`config.mk`:
```
export PLATFORM = sky130hd
export DESIGN_NAME = fec_cc_tailbite_enc
export DESIGN_NICKNAME = d
export VERILOG_FILES = /design/src/rtl/fec_cc_tailbite_enc.sv
export SDC_FILE = /design/constraint.sdc
export NUM_CORES = 1
export LEC_CHECK = 0
export BUFFER_PORTS_ARGS = -buffer_cell sky130_fd_sc_hd__buf_2
export CAP_MARGIN = 10
export CORE_AREA = 2 2 198 200
export DETAILED_ROUTE_END_ITERATION = 10
export DIE_AREA = 0 0 200 202
export PLACE_DENSITY = 0.55
export SYNTH_ARGS = -nofsm -noshare
export SYNTH_HDL_FRONTEND = slang
export SYNTH_SLANG_ARGS = --single-unit
```
`constraint.sdc`:
```
create_clock -name clk -period 5.43 [get_ports clk]
set_input_delay 0.2715 -clock clk [delete_from_list [all_inputs] [get_ports clk]]
set_output_delay 0.2715 -clock clk [all_outputs]
set_load 0.02 [all_outputs]
```
`src/rtl/fec_cc_tailbite_enc.sv`:
```
// Tail-biting convolutional encoder, rate 1/2, K=7, G1=171 (X), G2=133 (Y).
// Two input banks ping-pong so one block can be written while the other is encoded.
// Each block is preloaded with its own last six bits so the encoder ends in the
// state it started in.
module fec_cc_tailbite_enc #(
   parameter int unsigned BLOCK_BITS = 96,
   parameter int unsigned CNT_W      = 10
) (
   input  logic clk,
   input  logic reset,
   input  logic in_valid,
   input  logic in_bit,
   output logic in_ready,
   output logic out_valid,
   output logic out_x,
   output logic out_y,
   output logic out_first,
   output logic out_last
);

   typedef enum logic [1:0] {StIdle, StPreload, StEncode} state_e;

   state_e                state_q, state_d;
   logic [BLOCK_BITS-1:0] bank_q [2];
   logic [1:0]            full_q, full_d;
   logic                  wr_bank_q, rd_bank_q;
   logic [CNT_W-1:0]      wr_cnt_q, rd_cnt_q;
   // sr_q[0] is s1 (most recent bit), sr_q[5] is s6 (oldest)
   logic [5:0]            sr_q;
   logic [5:0]            tail;
   logic                  in_fire, wr_last, rd_last, rd_bit, x_bit, y_bit;
   logic                  preload_en, enc_en, blk_done;
   logic                  out_valid_q, out_x_q, out_y_q, out_first_q, out_last_q;

   assign in_ready  = ~full_q[wr_bank_q];
   assign in_fire   = in_valid & in_ready;
   assign wr_last   = (wr_cnt_q == CNT_W'(BLOCK_BITS - 1));
   assign rd_last   = (rd_cnt_q == CNT_W'(BLOCK_BITS - 1));

   assign out_valid = out_valid_q;
   assign out_x     = out_x_q;
   assign out_y     = out_y_q;
   assign out_first = out_first_q;
   assign out_last  = out_last_q;

   // Select the data bit being encoded and the tail-biting preload value
   always_comb begin
      rd_bit = 1'b0;
      for (int i = 0; i < BLOCK_BITS; i++) begin
         if (rd_cnt_q == CNT_W'(i)) rd_bit = bank_q[rd_bank_q][i];
      end
      tail = '0;
      for (int j = 0; j < 6; j++) begin
         tail[j] = bank_q[rd_bank_q][BLOCK_BITS-1-j];
      end
   end

   assign x_bit = rd_bit ^ sr_q[0] ^ sr_q[1] ^ sr_q[2] ^ sr_q[5];
   assign y_bit = rd_bit ^ sr_q[1] ^ sr_q[2] ^ sr_q[4] ^ sr_q[5];

   // Bank storage; contents are don't-care until the bank is marked full
   always_ff @(posedge clk) begin
      for (int i = 0; i < BLOCK_BITS; i++) begin
         if (in_fire && wr_cnt_q == CNT_W'(i)) bank_q[wr_bank_q][i] <= in_bit;
      end
   end

   // Bank occupancy: a finished read frees its bank before a completed write sets one
   always_comb begin
      full_d = full_q;
      if (blk_done) full_d[rd_bank_q] = 1'b0;
      if (in_fire && wr_last) full_d[wr_bank_q] = 1'b1;
   end

   // Write-side counters and bank occupancy
   always_ff @(posedge clk or posedge reset) begin
      if (reset) begin
         full_q    <= '0;
         wr_bank_q <= 1'b0;
         wr_cnt_q  <= '0;
      end else begin
         full_q <= full_d;
         if (in_fire) begin
            if (wr_last) begin
               wr_cnt_q  <= '0;
               wr_bank_q <= ~wr_bank_q;
            end else begin
               wr_cnt_q <= wr_cnt_q + CNT_W'(1);
            end
         end
      end
   end

   // FSM state register
   always_ff @(posedge clk or posedge reset) begin
      if (reset) state_q <= StIdle;
      else       state_q <= state_d;
   end

   // FSM next state; a full second bank skips IDLE so blocks are one cycle apart
   always_comb begin
      state_d = state_q;
      unique case (state_q)
         StIdle:    if (full_q[rd_bank_q]) state_d = StPreload;
         StPreload: state_d = StEncode;
         StEncode:  if (rd_last) state_d = full_q[~rd_bank_q] ? StPreload : StIdle;
         default:   state_d = StIdle;
      endcase
   end

   // FSM output decode
   always_comb begin
      preload_en = (state_q == StPreload);
      enc_en     = (state_q == StEncode);
      blk_done   = enc_en & rd_last;
   end

   // Shift register, read counter and registered coded outputs
   always_ff @(posedge clk or posedge reset) begin
      if (reset) begin
         sr_q        <= '0;
         rd_cnt_q    <= '0;
         rd_bank_q   <= 1'b0;
         out_valid_q <= 1'b0;
         out_x_q     <= 1'b0;
         out_y_q     <= 1'b0;
         out_first_q <= 1'b0;
         out_last_q  <= 1'b0;
      end else begin
         out_valid_q <= enc_en;
         out_x_q     <= enc_en & x_bit;
         out_y_q     <= enc_en & y_bit;
         out_first_q <= enc_en & (rd_cnt_q == '0);
         out_last_q  <= blk_done;
         if (preload_en) begin
            sr_q     <= tail;
            rd_cnt_q <= '0;
         end
         if (enc_en) begin
            sr_q <= {sr_q[4:0], rd_bit};
            if (rd_last) begin
               rd_cnt_q  <= '0;
               rd_bank_q <= ~rd_bank_q;
            end else begin
               rd_cnt_q <= rd_cnt_q + CNT_W'(1);
            end
         end
      end
   end

endmodule

```
==> results by group, run 1 <==
Route
  • Drt drc: 0
  • Via count: 8177
  • Iteration-0 DRC Markers: 834
  • Drt pass-1 iters: 5
  • Routed WL per cell: 21.55 µm
  • DRT antenna net count: 0
  • Detailed Route WL: 33770 µm
  • Vias/cell: 5.218

GRT
  • First-pass GRT wire length: 51010 µm
  • Initial antenna violation count: 0
  • Number of global-route vias before repair: 7971
  • Total congestion overflow: 0
  • Total GRT Usage: 16.95%
  • Pin count of the biggest net entering global routing: 106

Pwr
  • Pwr Total: 0.003789 W
  • Worst VDD drop: 0.1909 mV
  • Leakage: 4.046 nW
  • Power per cell area: 291.4 nW/µm²

Floorplanning
  • Initial cell density of the core: 30.52%
  • Rows: 72
  • Core footprint: 38290 µm²
  • Die H: 202 µm
  • Chip Width: 200 µm
  • IO Pins: 10
  • DIE AREA: 40400 µm²

STA
  • Slew @ Worst Pin: 0.9732 ns
  • Final slew viol count: 0
  • Setup Skew: 0.01321 ns
  • RSZ-0062 raised after global routing: no
  • Sum Neg Setup Slack: 0 ns
  • Relative slew slack: 34.88%
  • Final hold violation count: 0
  • Final Cycle Share: 77.00%
  • Max Freq: 0.2392 GHz
  • Setup violations, final: 0
  • Minimum clock period: 4.181 ns

Layout
  • Layout area overhead: 11.29%
  • Total Nets Final: 1047
  • # diodes: 0
  • Share of post-route cells with drive strength above 1: 11.82%

Logic synthesis
  • Mapped Nets: 1065
  • Post-synth ARST share: 16.16%
  • Cell Area, Synth: 11680 µm²
  • Flops & latches, synth: 229
  • Average cell area after synthesis: 11.14 µm²
  • Post-synthesis cell count: 1049
  • Sequential area share after synthesis: 57.27%
  • Ys flop type: edfxtp_1
  • Number of flops mapped to enable cells by yosys: 192
  • Post-synth cell types: 81
  • Yosys warns: 0

Worst setup path
  • Slowest Stage Delay on Critical Path: 0.63 ns
  • Worst Path Buf+Inv: 1
  • CP max stage cell: nor2b_1
  • CP Data Arrival Time: 4.57 ns
  • Worst endpoint required time: 5.82 ns
  • Max FO, Critical Path: 9
  • Startpoint Class: flop
  • CP Cell Sequence: inv_1, ha_1, nor2b_1, nand2_1, o22ai_1, a221oi_1, a211oi_2, o311ai_2, a21boi_1, o211ai_1, a21oi_1, a211o_1, a31oi_1
  • Crit path kind: flop to flop
  • Crit path max-delay family: compound AO/OA/AOI/OAI gates
  • Crit path capture type: flop

Clock tree
  • Post-CTS Hold Buffers: 1
  • Clock Latency Late Sink: 0.55 ns
  • Post-CTS Setup Bufs: 0
  • CTS tree: done
  • H-tree depth: 1
  • Clock Path Buffers: 3
  • TritonCTS Buffers: 26
  • CTS Root Cell: clkbuf_16
  • Post-CTS Resized: 0
  • CTS clock-pin slew for the worst setup and hold paths: 0.07 ns
  • Clk sinks: 229

Placed design
  • Port Buffers: 9
  • Dpl hpwl: 23550 µm
  • GPL Wtd Cong: 0.9604

Run
  • Max-cap violations: 0

Min path
  • Hold Crit Class: input pin to flop

Status
  • Status: finished, final reports clean
cell type report:
cell class              count  area (µm²)
flip-flops and latches    229        6695
fillers                  3797       25280
repair buffers             19       137.6
clock buffers              30       686.9
inverters                  12       45.04
clock inverters            16       209.0
multi-input cells         743        4581
well taps                 518       648.1
flip-flops by register name, indices dropped and copies added, names as in the netlist:
signal / flops
out_x: 1
out_first: 1
state_q: 2
sr_q: 6
rd_cnt_q: 10
rd_bank_q: 1
full_q: 2
wr_cnt_q: 10
wr_bank_q: 1
bank_q: 192
out_y: 1
out_valid: 1
out_last: 1
routing by layer:
metal	vias up	track usage [%]	share of wire, %
li1	3788	-	-
met5	-	0	0
met4	0	6.058	3.3
met3	66	3.054	6.2
met1	4048	22.91	43
met2	275	27.19	48
worst min-delay path: cells and delay by family:
kind | cells | cell delay [ns]
buffers and inverters | 1 | 0.10
AO/OA/AOI/OAI | 2 | 0.17
AND/OR/NAND/NOR | 1 | 0.15
per-stage QoR:
stage	utilization [%]	instances	setup WS (ns)	area, µm²	hold slack, ns
6_report	33.96	1567	1.249	13000	0.1992
5_1_grt	33.96	1567	0.9197	13000	0.2059
4_1_cts	33.96	1567	1.330	13000	0.1828
3_5_place_dp	31.59	1520	1.370	12100	0.4399
3_3_place_gp	31.59	1520	1.335	12100	0.4358
2_1_floorplan	-	1049	2.380	11680	0.3704
kinds of logic (layout without fill, tap and decap cells):
logic type               after synthesis  after routing  share of synthesized area, %
AND/OR/NAND/NOR                      472            472                         18.91
flip-flops                           229            229                         57.27
AO/OA/AOI/OAI                        140            140                         8.600
multiplexers                          99             99                         8.910
buffers and inverters                 77             77                         3.523
XOR/XNOR                              20             20                         1.499
adder cells (fa/ha/maj)               12             12                         1.285
path summary, 6_finish.rpt:
kind	to	from	cells after the start	slack (ns)
max	sr_q[0]$_DFFE_PP0P_	rd_cnt_q[0]$_DFFE_PP0P_	13	1.25
min	wr_cnt_q[3]$_DFFE_PP0P_	in_valid	4	0.20
max reg2reg	sr_q[0]$_DFFE_PP0P_	rd_cnt_q[0]$_DFFE_PP0P_	13	1.25
min reg2reg	sr_q[3]$_DFFE_PP0P_	sr_q[3]$_DFFE_PP0P_	1	0.52
max in group asynchronous	rd_bank_q$_DFFE_PP0P_	reset	4	4.61
min in group asynchronous	state_q[0]$_DFFE_PP0P_	reset	4	0.38
synthesized netlist by cell type (4+ instances only):
cell type	instances	area (µm²)
nor2b_1	13	81.33
buf_2	11	55.05
buf_4	11	82.58
and2_1	5	31.28
or3_1	11	68.82
nor3_1	22	110.1
xnor2_1	10	87.58
a211oi_1	10	75.07
buf_6	9	101.4
ha_1	12	150.1
o211ai_1	14	105.1
mux2_2	40	450.4
o21a_1	4	30.03
nand4_1	11	68.82
o21ai_0	30	150.1
nor3b_1	4	30.03
nor2_1	230	863.3
o21ai_1	4	20.02
xor2_1	10	87.58
dfrtp_1	37	925.9
nor4_1	6	37.54
o221ai_1	7	61.31
o22ai_1	5	31.28
inv_1	12	45.04
edfxtp_1	192	5766
mux2i_1	59	590.6
a21oi_1	17	85.08
clkbuf_1	28	105.1
nand3b_1	4	30.03
nand3_1	43	215.2
nand2b_1	8	50.05
nand2_1	82	307.8
a31oi_1	8	50.05
buf_1	6	22.52
and3_1	7	43.79
report_power, final:
part            total, W  switching [W]  internal (W)
Sequential       0.00191              0       0.00191
Combinational  0.0000273      0.0000250    0.00000239
Clock            0.00185       0.000717       0.00114
layout by cell type (no fill, tap or decap), types with 8 or more instances in the layout:
cell	Yosys	layout
nor2_1	230	230
edfxtp_1	192	192
nand2_1	82	82
mux2i_1	59	59
nand3_1	43	43
mux2_2	40	40
dfrtp_1	37	36
o21ai_0	30	30
clkbuf_16	0	27
nor3_1	22	22
a21oi_1	17	17
o211ai_1	14	14
nor2b_1	13	13
ha_1	12	12
inv_1	12	11
nand4_1	11	11
or3_1	11	11
xnor2_1	10	10
xor2_1	10	10
a211oi_1	10	10
buf_4	11	9
nand2b_1	8	8
a31oi_1	8	8
buf_2	11	8
Note: power is estimated with default switching activity, not from simulation.
==> run 2, diff against run 1 <==
==> constraint.sdc (replaced) <==
create_clock -name clk -period 3.85 [get_ports clk]
set_input_delay 0.1925 -clock clk [delete_from_list [all_inputs] [get_ports clk]]
set_output_delay 0.1925 -clock clk [all_outputs]
set_load 0.02 [all_outputs]
==> run 2 against run 1 <==
Effect of this change:
- final cell count increased by 3.3%
- fmax is 16% higher
- clock power is 18% higher
- flip-flop and latch count unchanged
- critical path depth rose by 2
- core utilization increased by 0.73 points
- clock skew shrank 0.0018 ns
- register-to-register slack worse by 1.0 ns
- critical endpoint is now out_x$_DFF_PP0_
==> results by group, run 2 (same netlist as run 1, synthesis figures left out) <==
Layout
  • # diodes: 0
  • Max reg flops: 192
  • Finished Layout Cells: 1618
  • Most common cell after layout, fill and taps aside: nor2_1
  • Number of fill cells: 3865
  • Layout area overhead: 13.68%
  • Top reg by flops: bank_q
  • Reg area: 6695 µm²
  • Biggest regs: bank_q x192, rd_cnt_q x10, wr_cnt_q x10
  • Share of post-route cells with drive strength above 1: 15.73%
  • Area of the multi-input gates: 4592 µm²
  • Total Nets Final: 1097
  • Cell area after layout: 13280 µm²
  • Most frequent cells in the layout: 230 x nor2_1, 192 x edfxtp_1, 82 x nand2_1

Placed design
  • Worst slack at placement: 0.2306 ns
  • Dpl hpwl: 24980 µm
  • Port Buffers: 9
  • GPL Wtd Cong: 0.9825
  • Placed cell areas: 12520 µm²
  • Inst Count DP: 1571

STA
  • Final Cycle Share: 93.97%
  • Final slew viol count: 0
  • Sum Neg Setup Slack: 0 ns
  • Minimum clock period: 3.618 ns
  • Worst hold slack: 0.1179 ns
  • Slew @ Worst Pin: 1.038 ns
  • Worst Slack Setup Final: 0.2321 ns
  • Relative slew slack: 30.68%
  • Setup Skew: 0.01136 ns
  • Setup violations, final: 0
  • RSZ-0062 raised after global routing: no
  • Final hold violation count: 0
  • Max Freq: 0.2764 GHz

Worst setup path
  • Crit path kind: flop to flop
  • Worst Path Buf+Inv: 3
  • Max FO, Critical Path: 9
  • Worst endpoint required time: 4.30 ns
  • Crit path capture type: flop
  • Startpoint Class: flop
  • CP Data Arrival Time: 4.07 ns
  • Worst r2r src: rd_cnt_q[0]$_DFFE_PP0P_
  • CP Cell Sequence: inv_1, ha_1, nor2b_1, buf_4, nand2_2, o22a_1, a41oi_1, a211oi_2, a211oi_2, buf_4, a21boi_1, o211ai_1, a21oi_2, or3_1, a21oi_1
  • Flop2flop setup slack: 0.23 ns
  • CP max stage cell: ha_1
  • Crit path max-delay family: compound AO/OA/AOI/OAI gates
  • Reg2reg path depth: 15
  • Slowest Stage Delay on Critical Path: 0.45 ns
  • Worst R2R End: out_x$_DFF_PP0_

Min path
  • Hold endpoint: wr_cnt_q[3]$_DFFE_PP0P_
  • Hold path cells: 4
  • Hold Crit Start: in_valid
  • Hold Crit Class: input pin to flop

GRT
  • Pin count of the biggest net entering global routing: 193
  • Number of global-route vias before repair: 8249
  • Total congestion overflow: 0
  • Total GRT Usage: 17.39%
  • First-pass GRT wire length: 52320 µm
  • Initial antenna violation count: 0

Route
  • Via count: 8306
  • Routed WL per cell: 21.42 µm
  • Drt pass-1 iters: 5
  • Drt drc: 0
  • Vias/cell: 5.133
  • DRT antenna net count: 0
  • Detailed Route WL: 34650 µm
  • Iteration-0 DRC Markers: 680

Clock tree
  • CTS Root Cell: clkbuf_16
  • CTS clock-pin slew for the worst setup and hold paths: 0.06 ns
  • Clk sinks: 229
  • CTS tree: done
  • Clock Latency Late Sink: 0.53 ns
  • Clock Path Buffers: 3
  • TritonCTS Buffers: 25
  • H-tree depth: 1

Floorplanning
  • Die H: 202 µm
  • Rows: 72
  • Chip Width: 200 µm
  • Initial cell density of the core: 30.52%
  • Core footprint: 38290 µm²
  • DIE AREA: 40400 µm²
  • IO Pins: 10

Pwr
  • Power per cell area: 370.3 nW/µm²
  • Worst VDD drop: 0.1627 mV
  • Leakage: 4.234 nW

Status
  • Status: finished, final reports clean

Run
  • Max-cap violations: 0
## run 2: area by class of cell
class	count	share of cell area, %
sequential	229	50.41
multi-input combinational	743	34.57
clock buffer	33	5.087
tap	518	4.880
timing repair buffer	70	4.202
clock inverter	13	0.5087
inverter	12	0.3391
## run 2: per-layer routing
layer / GRT usage, % / share of wire (%) / vias to the layer above
li1: - / - / 3892
met1: 23.72 / 45 / 4141
met4: 6.085 / 3.6 / 0
met3: 2.670 / 5.0 / 68
met5: 0 / 0 / -
met2: 28.06 / 47 / 205
## run 2: worst register-to-register path, delay by kind of cell (launching register included)
family	cells	cell delay, ns
buffers and inverters	3	0.50
AOI/OAI and AO/OA	8	1.41
and+or+nand+nor	3	0.75
adders and majority gates	1	0.45
DFF	1	0.41
## run 2: how the worst max path moves through the flow
stage          depth (start not counted)               startpoint  slack (ns)              end
2_1_floorplan                         14  rd_cnt_q[0]$_DFFE_PP0P_        0.80  out_x$_DFF_PP0_
3_3_place_gp                          15  rd_cnt_q[0]$_DFFE_PP0P_        0.28  out_y$_DFF_PP0_
3_5_place_dp                          15  rd_cnt_q[0]$_DFFE_PP0P_        0.23  out_x$_DFF_PP0_
4_1_cts                               15  rd_cnt_q[0]$_DFFE_PP0P_        0.21  out_x$_DFF_PP0_
5_1_grt                               15  rd_cnt_q[0]$_DFFE_PP0P_       0.001  out_y$_DFF_PP0_
6_report                              15  rd_cnt_q[0]$_DFFE_PP0P_        0.23  out_x$_DFF_PP0_
## run 2: power breakdown
group	switching, W	internal, W
Sequential	0	0.00269
Combinational	0.0000351	0.00000490
Clock	0.000958	0.00123
## run 2: metrics by stage
step           util, %  total power [W]
6_report         34.69         0.004919
5_1_grt          34.69         0.005085
4_1_cts          34.66         0.004964
3_5_place_dp     32.69         0.002780
3_3_place_gp     32.69         0.002779
2_1_floorplan        -         0.002746
## run 2: what timing repair did
item,CTS,global route
hold buffers,1,0
endpoints found under the hold margin,37,0
resized for setup,0,3
endpoints found under the setup margin,0,2
buffers inserted,0,0
==> run 3, diff against run 2 <==
--- a/config.mk
+++ b/config.mk
@@ -7,10 +7,10 @@
 export LEC_CHECK = 0
 export BUFFER_PORTS_ARGS = -buffer_cell sky130_fd_sc_hd__buf_2
 export CAP_MARGIN = 10
-export CORE_AREA = 2 2 198 200
+export CORE_AREA = 2 2 278 143
 export DETAILED_ROUTE_END_ITERATION = 10
-export DIE_AREA = 0 0 200 202
-export PLACE_DENSITY = 0.55
+export DIE_AREA = 0 0 280 145
+export PLACE_DENSITY = 0.56
 export SYNTH_ARGS = -nofsm -noshare
 export SYNTH_HDL_FRONTEND = slang
 export SYNTH_SLANG_ARGS = --single-unit
==> run 3 against run 2 <==
Effect of this change:
- clock-buffer cell count down 4
- global-route usage up 2.4 points
- final area up 2.1%
==> results by group, run 3 (same netlist as run 1, synthesis figures left out) <==
STA
  • Max Freq: 0.2703 GHz
  • Final hold violation count: 0
  • Minimum clock period: 3.699 ns
  • Sum Neg Setup Slack: 0 ns
  • Slew @ Worst Pin: 1.088 ns
  • RSZ-0062 raised after global routing: no
  • Setup violations, final: 0
  • Relative slew slack: 27.30%
  • Final slew viol count: 0
  • Final Cycle Share: 96.08%
  • Setup Skew: 0.01564 ns

Route
  • Vias/cell: 5.460
  • Drt drc: 0
  • Via count: 8899
  • Iteration-0 DRC Markers: 1154
  • Drt pass-1 iters: 7
  • DRT antenna net count: 0
  • Detailed Route WL: 40050 µm
  • Routed WL per cell: 24.57 µm

GRT
  • Number of global-route vias before repair: 8268
  • First-pass GRT wire length: 58440 µm
  • Pin count of the biggest net entering global routing: 108
  • Total congestion overflow: 0
  • Initial antenna violation count: 0
  • Total GRT Usage: 19.80%

Worst setup path
  • CP Data Arrival Time: 4.15 ns
  • Crit path capture type: flop
  • Crit path kind: flop to flop
  • Worst endpoint required time: 4.30 ns
  • Startpoint Class: flop
  • Max FO, Critical Path: 9

Clock tree
  • CTS tree: done
  • Clock Latency Late Sink: 0.53 ns
  • CTS Root Cell: clkbuf_16
  • Clock Path Buffers: 3
  • CTS clock-pin slew for the worst setup and hold paths: 0.07 ns
  • Clk sinks: 229
  • TritonCTS Buffers: 22
  • H-tree depth: 1

Layout
  • Biggest regs: bank_q x192, rd_cnt_q x10, wr_cnt_q x10
  • Number of fill cells: 3807
  • Core Util, Final: 35.48%
  • Reg area: 6696 µm²
  • Total Nets Final: 1127
  • Share of post-route cells with drive strength above 1: 18.37%
  • # diodes: 0
  • Max reg flops: 192
  • Most frequent cells in the layout: 230 x nor2_1, 192 x edfxtp_1, 86 x buf_4
  • Area of the multi-input gates: 4611 µm²
  • Most common cell after layout, fill and taps aside: nor2_1
  • Layout area overhead: 16.07%
  • Top reg by flops: bank_q

Floorplanning
  • Chip Width: 280 µm
  • Rows: 51
  • Die H: 145 µm
  • Initial cell density of the core: 30.57%
  • Core footprint: 38220 µm²
  • DIE AREA: 40600 µm²
  • IO Pins: 10

Pwr
  • Power per cell area: 368.4 nW/µm²
  • Pwr Total: 0.004996 W
  • Worst VDD drop: 0.2036 mV
  • Leakage: 4.405 nW

Placed design
  • Dpl hpwl: 29440 µm
  • GPL Wtd Cong: 0.9966
  • Port Buffers: 9

Status
  • Status: finished, final reports clean

Run
  • Max-cap violations: 0

Min path
  • Hold Crit Class: input pin to flop
==> run 3: cell types whose count changed in the layout (fill, tap and decap cells not counted), sizes merged <==
| cell | before | now |
|---|---|---|
| buf | 69 | 102 |
| bufinv | 0 | 3 |
| clkbuf | 33 | 29 |
| clkinv | 11 | 8 |
| clkinvlp | 1 | 0 |
| inv | 13 | 12 |
==> run 3: final timing paths <==
path | to | slack [ns] | depth (start not counted) | startpoint
max in group asynchronous | rd_bank_q$_DFFE_PP0P_ | 3.11 | 4 | reset
max | out_y$_DFF_PP0_ | 0.15 | 13 | rd_cnt_q[9]$_DFFE_PP0P_
min reg2reg | sr_q[3]$_DFFE_PP0P_ | 0.50 | 1 | sr_q[3]$_DFFE_PP0P_
min | wr_cnt_q[3]$_DFFE_PP0P_ | 0.11 | 4 | in_valid
max reg2reg | out_y$_DFF_PP0_ | 0.15 | 13 | rd_cnt_q[9]$_DFFE_PP0P_
min in group asynchronous | full_q[0]$_DFF_PP0_ | 0.34 | 4 | reset
==> run 3: area by class of cell <==
| type | instances | area share, % |
|---|---|---|
| Multi-Input combinational cell | 743 | 34.00 |
| Clock inverter | 11 | 0.9318 |
| Tap cell | 503 | 4.641 |
| Sequential cell | 229 | 49.38 |
| Timing Repair Buffer | 103 | 6.311 |
| Inverter | 12 | 0.3321 |
| Clock buffer | 29 | 4.410 |
==> run 3: timing repair <==
| action | 4_1_cts | 5_1_grt |
|---|---|---|
| hold buffers | 1 | 0 |
| buffers inserted | 0 | 1 |
| gates resized for setup | 1 | 8 |
| endpoints found under the setup margin | 2 | 3 |
| endpoints found under the hold margin | 37 | 0 |
==> run 3: stage by stage <==
stage	instances	setup slack, ns	instance area, µm²	hold WS [ns]
finish	1630	0.1508	13560	0.1097
global placement	1588	-0.03380	12790	0.3510
detailed placement	1588	-0.03326	12790	0.3524
global route	1630	0.008207	13560	0.1844
floorplan	1049	0.8004	11680	0.2914
CTS	1629	0.05647	13530	0.09503
==> run 3: metal layers <==
layer  share of wire [%]  track usage (%)  up-vias
met5                   0                0        -
met3                  10            5.539       34
met2                  35            23.61      377
met1                  54            34.13     4543
li1                    -                -     3945
met4                 1.1            2.380        0
==> run 3: report_power, final <==
group | internal (W) | switching [W] | total, W
clock network | 0.00130 | 0.000973 | 0.00227
registers | 0.00269 | 0 | 0.00269
logic | 0.00000482 | 0.0000364 | 0.0000412
==> run 3: worst max-delay path, stage by stage, from the launching register on <==
cell and delay [ns]:
dfrtp_1 0.57, buf_4 0.25, nor4b_4 0.34, and2_0 0.35
a21oi_1 0.09, o221ai_1 0.43, buf_4 0.19, a41oi_1 0.15
o211ai_1 0.24, a211oi_1 0.09, o211ai_2 0.23, a21oi_1 0.14
or3_1 0.36, a21oi_1 0.18
